<file path="src/rtl/seg_pipe_adder.sv">
`default_nettype none
// ============================================================================
//  Module   : seg_pipe_adder
//  Purpose  : Pipelined segmented ripple-carry adder/subtractor with
//             valid/ready handshakes, carry-out and signed-overflow flags.
//  Revision : 1.0  initial release
// ============================================================================
module seg_pipe_adder #(
   parameter int WIDTH = 32,
   parameter int SEG   = 8
) (
   input  logic             clk,
   input  logic             rst_n,
   input  logic             in_valid,
   output logic             in_ready,
   input  logic [WIDTH-1:0] a,
   input  logic [WIDTH-1:0] b,
   input  logic             cin,
   input  logic             sub,
   output logic             out_valid,
   input  logic             out_ready,
   output logic [WIDTH-1:0] sum,
   output logic             cout,
   output logic             ovf
);

   localparam int NUM_SEG = WIDTH / SEG;

   generate
      if (SEG < 1 || WIDTH < SEG || (WIDTH % SEG) != 0) begin : g_param_check
         $error("seg_pipe_adder: WIDTH must be a positive multiple of SEG");
      end
   endgenerate

   // The whole pipeline moves in lock-step; a stalled output freezes every stage.
   logic w_adv;

   assign w_adv    = !out_valid || out_ready;
   assign in_ready = w_adv;

   genvar k;
   generate
      for (k = 0; k < NUM_SEG; k = k + 1) begin : g_stage
         localparam int SUM_W = (k + 1) * SEG;
         localparam int REM_W = WIDTH - SUM_W;

         logic             w_vin;
         logic [SEG-1:0]   w_sa;
         logic [SEG-1:0]   w_sb;
         logic             w_ci;
         logic [SEG:0]     w_add;
         logic [SUM_W-1:0] w_sum_nxt;
         logic             r_vld;
         logic             r_c;
         logic [SUM_W-1:0] r_s;

         if (k == 0) begin : g_first
            assign w_vin     = in_valid;
            assign w_sa      = a[SEG-1:0];
            assign w_sb      = b[SEG-1:0] ^ {SEG{sub}};
            assign w_ci      = sub | cin;
            assign w_sum_nxt = w_add[SEG-1:0];
         end else begin : g_next
            assign w_vin     = g_stage[k-1].r_vld;
            assign w_sa      = g_stage[k-1].g_ops.r_a[SEG-1:0];
            assign w_sb      = g_stage[k-1].g_ops.r_b[SEG-1:0];
            assign w_ci      = g_stage[k-1].r_c;
            assign w_sum_nxt = {w_add[SEG-1:0], g_stage[k-1].r_s};
         end

         assign w_add = {1'b0, w_sa} + {1'b0, w_sb} + {{SEG{1'b0}}, w_ci};

         always_ff @(posedge clk or negedge rst_n) begin
            if (!rst_n) begin
               r_vld <= 1'b0;
               r_c   <= 1'b0;
               r_s   <= '0;
            end else if (w_adv) begin
               r_vld <= w_vin;
               if (w_vin) begin
                  r_c <= w_add[SEG];
                  r_s <= w_sum_nxt;
               end
            end
         end

         // Only operand segments not yet consumed travel further down the pipe.
         if (k < NUM_SEG - 1) begin : g_ops
            logic [REM_W-1:0] r_a;
            logic [REM_W-1:0] r_b;
            logic [REM_W-1:0] w_a_nxt;
            logic [REM_W-1:0] w_b_nxt;

            if (k == 0) begin : g_src_in
               assign w_a_nxt = a[WIDTH-1:SEG];
               assign w_b_nxt = b[WIDTH-1:SEG] ^ {REM_W{sub}};
            end else begin : g_src_prev
               assign w_a_nxt = g_stage[k-1].g_ops.r_a[REM_W+SEG-1:SEG];
               assign w_b_nxt = g_stage[k-1].g_ops.r_b[REM_W+SEG-1:SEG];
            end

            always_ff @(posedge clk or negedge rst_n) begin
               if (!rst_n) begin
                  r_a <= '0;
                  r_b <= '0;
               end else if (w_adv && w_vin) begin
                  r_a <= w_a_nxt;
                  r_b <= w_b_nxt;
               end
            end
         end else begin : g_last
            logic w_msb_cin;
            logic r_ovf;

            // Carry into the MSB is recovered from the MSB sum bit and its operands.
            assign w_msb_cin = w_sa[SEG-1] ^ w_sb[SEG-1] ^ w_add[SEG-1];

            always_ff @(posedge clk or negedge rst_n) begin
               if (!rst_n) begin
                  r_ovf <= 1'b0;
               end else if (w_adv && w_vin) begin
                  r_ovf <= w_msb_cin ^ w_add[SEG];
               end
            end
         end
      end
   endgenerate

   assign out_valid = g_stage[NUM_SEG-1].r_vld;
   assign sum       = g_stage[NUM_SEG-1].r_s;
   assign cout      = g_stage[NUM_SEG-1].r_c;
   assign ovf       = g_stage[NUM_SEG-1].g_last.r_ovf;

endmodule
`default_nettype wire

</file>
<file path="config.mk">
export PLATFORM = sky130hd
export DESIGN_NAME = seg_pipe_adder
export DESIGN_NICKNAME = d
export VERILOG_FILES = /design/src/rtl/seg_pipe_adder.sv
export SDC_FILE = /design/constraint.sdc
export NUM_CORES = 1
export LEC_CHECK = 0
export CORE_MARGIN = 2
export CORE_UTILIZATION = 47
export CTS_CLUSTER_DIAMETER = 30
export DETAILED_ROUTE_END_ITERATION = 16
export PLACE_DENSITY = 0.68
export SLEW_MARGIN = 10
export SYNTH_ARGS = -nofsm -noshare
export SYNTH_HDL_FRONTEND = slang
export SYNTH_SLANG_ARGS = --single-unit
</file>
<file path="constraint.sdc">
create_clock -name clk -period 3.4 [get_ports clk]
set_input_delay 0.68 -clock clk [delete_from_list [all_inputs] [get_ports clk]]
set_output_delay 0.68 -clock clk [all_outputs]
set_load 0.005 [all_outputs]
</file>
==> impl_metrics.ini <==
[place]
hpwl_mm = 11.6
dp.cells = 1011
io_buffers = 105
gp_congestion = 0.881
pre_cts_slack_ns = 0.298

[sta]
relSlewSlack_pct = 61.3
hold_violations = 0
layout_setup_ws_ns = 0.741
fin_crit_sh_pct = 78.2
setup_tns_ns = 0
fin_skew_ns = 0.00916
setup_viol = 0
max_freq_mhz = 376
rsz0062_at_grt = false
slew_viol_final = 0
max_slew.worst_pin.slew_ns = 0.580
period_minus_slack_ns = 2.66

[cts]
postCtsSetupBuffers = 0
cts_num_sinks = 185
clockBufferDepth = 2
clk_pin_slew_worst_paths_ns = 0.07
cts_htree_levels = 4
worst_skew_pair.late_latency_ns = 0.42
post_cts_resized = 0
cts_hold_buf = 0
cts_made_buffers = 17
cts-root-buf = clkbuf_16
tritoncts = built

[drt]
drt-initial-drc-count = 278
ant_nets = 0
viasPerCell = 5.17
avgRoutedWirePerCell_um = 15.3
wirelength_mm = 16.0
vias = 5389
post-route-drc-count = 0
first_pass_iters = 4

[power_and_ir_drop]
p_seq_share_pct = 40.0
p_switching_mw = 2.99
switching_share_pct = 32.1
clkPwrFrac_pct = 20.7
powerDensity_mw_per_mm2 = 907
leakagePower_nw = 4.65
power_frac_comb_pct = 39.4
cellInternalPower_mw = 6.33
ir_drop_v = 0.000555

[synth]
synth_fa_ha_area_share_pct = 6.08
synth_edf_count = 0
yosysWarnings = 0
netlist_area_mm2 = 0.00840
synth_seq_area_share_pct = 55.1
async_flop_share_pct = 100
synth.distinct_cells = 45
syn_avg_cell_area_um2 = 12.0
ys.flop_type = dfrtp_1
postSynthNetCount = 806
synth_compound_area_share_pct = 8.94
ys_ff_latch = 185
synth_xor_area_share_pct = 5.21
yosys.area_share.simple_pct = 8.30
syn_inst = 700
synth_top_family_by_area = multiplexers
synthMuxAreaShare_pct = 13.7

[critical_path]
worstSetupEndpointType = register
timing.rr.end = g_stage[2].r_c
crit_path_frequent_cell = fa_1
start_kind = primary input
crit_arrival_ns = 3.02
cp_slowest_stage_delay_ns = 0.49
crit_chain = clkdlybuf4s50_1 > or2_2 > fa_1 > inv_1 > fa_1 > nor2b_1 > o21ai_2 > a21boi_1 > or4_1 > nand3_1
reg2reg_from = g_stage[1].r_c
timing_worst_setup_path_type = primary input to register
cp_data_required_time_ns = 3.76
critPathSlowestCell = or4_1
path_max_fanout = 4
r2r_cells = 7
reg2reg_slack_ns = 0.94

[finish]
drive_gt1_share_pct = 19.7
finalNonFillerCells = 1042
n_antenna_cell = 0
fin_nets = 911
fin_util_pct = 59.2
syn_to_final_growth_pct = 22.4

[die]
io_pins = 106
die_x_um = 138
start_util_pct = 48.4
rows = 48
die_y_um = 138
coreArea_mm2 = 0.0174
dieArea_mm2 = 0.0190

[status]
status = finished, final reports clean

[hold_path]
hold_path.class = primary input to async pin

[global_routing]
grt_pass1_wl_mm = 26.5
grt_pass1_vias = 5522
antenna_found_initial = 0
grt_start_max_net_pins = 63
overflow = 0
grt_usage_pct = 18.1

[flow_run]
maxCapViolations = 0
-- state kept, by name, summed over array words and instances (netlist names) --
name               count
g_stage.r_s           48
g_stage.g_ops.r_b     48
g_stage.g_ops.r_a     48
out_valid              1
cout                   1
g_stage.r_vld          3
ovf                    1
sum                   32
g_stage.r_c            3
-- cells in the mapped netlist (all sizes together), types with 2 or more instances --
cell	n	share of area, %
o31ai	4	0.36
xor2	20	2.1
a2bb2oi	2	0.21
and2	2	0.15
a21o	9	0.80
nand2b	4	0.39
o22ai	2	0.15
xnor2	30	3.1
inv	11	0.49
dfrtp	185	55
o21a	3	0.27
nand4bb	2	0.27
a211oi	8	0.83
nand2	132	5.9
a211o	2	0.21
nor2	9	0.40
ha	28	4.2
buf	25	1.9
nor3	3	0.18
mux2	102	14
clkbuf	7	0.31
nor3b	4	0.36
a21oi	19	1.3
o21bai	6	0.54
or2	3	0.22
o31a	4	0.42
fa	8	1.9
a31oi	3	0.22
o21ai	54	3.3
-- critical path, delay by kind of cell --
kind,cells,cell delay [ns]
and+or+nand+nor,4,0.94
AOI/OAI and AO/OA,2,0.27
buffers and inverters,2,0.49
adders and majority gates,2,0.62
-- stage by stage --
stage          area (um^2)  total power, mW  hold WS [ns]
3_3_place_gp          9700             7.32         0.455
3_5_place_dp          9700             7.48         0.464
2_1_floorplan         8400             6.25         0.384
5_1_grt              10300             10.0         0.262
6_report             10300             9.32         0.234
4_1_cts              10300             9.45         0.240
-- worst max path at each step --
stage               startpoint                 to  cells past startpoint
global placement           cin  g_stage[0].r_s[6]                     10
CTS                  out_ready           in_ready                      3
global route               cin  g_stage[0].r_s[6]                     10
detailed placement         cin  g_stage[0].r_s[6]                     10
floorplan                  sub  g_stage[0].r_s[6]                     11
finish                     cin  g_stage[0].r_s[6]                     10
-- per-layer routing --
layer / GRT usage, % / vias up / share of wire (%)
li1: - / 2622 / -
met1: 22.3 / 2643 / 44
met4: 7.37 / 0 / 2.4
met5: 0 / - / 0
met3: 3.38 / 27 / 2.9
met2: 31.3 / 97 / 50
-- final cells by class --
type / instances / area (um^2)
clock buffer: 20 / 457
clock inverter: 11 / 121
fill: 1390 / 7080
inverter: 11 / 41.3
multi-input combinational: 472 / 3550
sequential: 185 / 4630
tap: 225 / 282
timing repair buffer: 118 / 1190
-- kinds of logic (layout without fill, tap and decap cells) --
family	Yosys count	count (layout)
buffers and inverters	43	160
and+or+nand+nor	164	164
xor gates and xnor gates	50	50
muxes	102	102
DFF	185	185
AOI/OAI and AO/OA	120	120
adders and majority gates	36	36
-- layout by cell type (no fill, tap or decap), types with 3 or more instances in the layout --
| master | Yosys | routed |
|---|---|---|
| a211oi_1 | 6 | 6 |
| a21o_1 | 9 | 9 |
| a21oi_1 | 16 | 16 |
| a21oi_2 | 3 | 3 |
| a31oi_1 | 3 | 3 |
| buf_12 | 0 | 4 |
| buf_4 | 1 | 9 |
| clkbuf_16 | 0 | 17 |
| clkdlybuf4s50_1 | 0 | 103 |
| clkinv_2 | 0 | 4 |
| dfrtp_1 | 185 | 185 |
| fa_1 | 8 | 8 |
| ha_1 | 28 | 28 |
| inv_1 | 11 | 11 |
| mux2_2 | 102 | 102 |
| nand2_1 | 132 | 128 |
| nand2_2 | 0 | 4 |
| nand2b_1 | 3 | 3 |
| nor2_1 | 9 | 9 |
| nor3_1 | 3 | 3 |
| nor3b_1 | 4 | 4 |
| o21a_1 | 3 | 3 |
| o21ai_0 | 51 | 51 |
| o21bai_1 | 6 | 6 |
| o31a_1 | 4 | 4 |
| o31ai_1 | 4 | 4 |
| or2_2 | 3 | 3 |
| xnor2_1 | 30 | 30 |
| xor2_1 | 20 | 20 |
-- power by group through the flow --
stage / registers (mW) / clock network [mW] / logic (mW)
CTS: 3.74 / 1.98 / 3.73
global placement: 3.74 / 0 / 3.58
finish: 3.72 / 1.93 / 3.67
floorplan: 3.61 / 0 / 2.65
global route: 3.85 / 2.06 / 4.11
detailed placement: 3.78 / 0 / 3.71
Note: power is estimated with default switching activity, not from simulation.
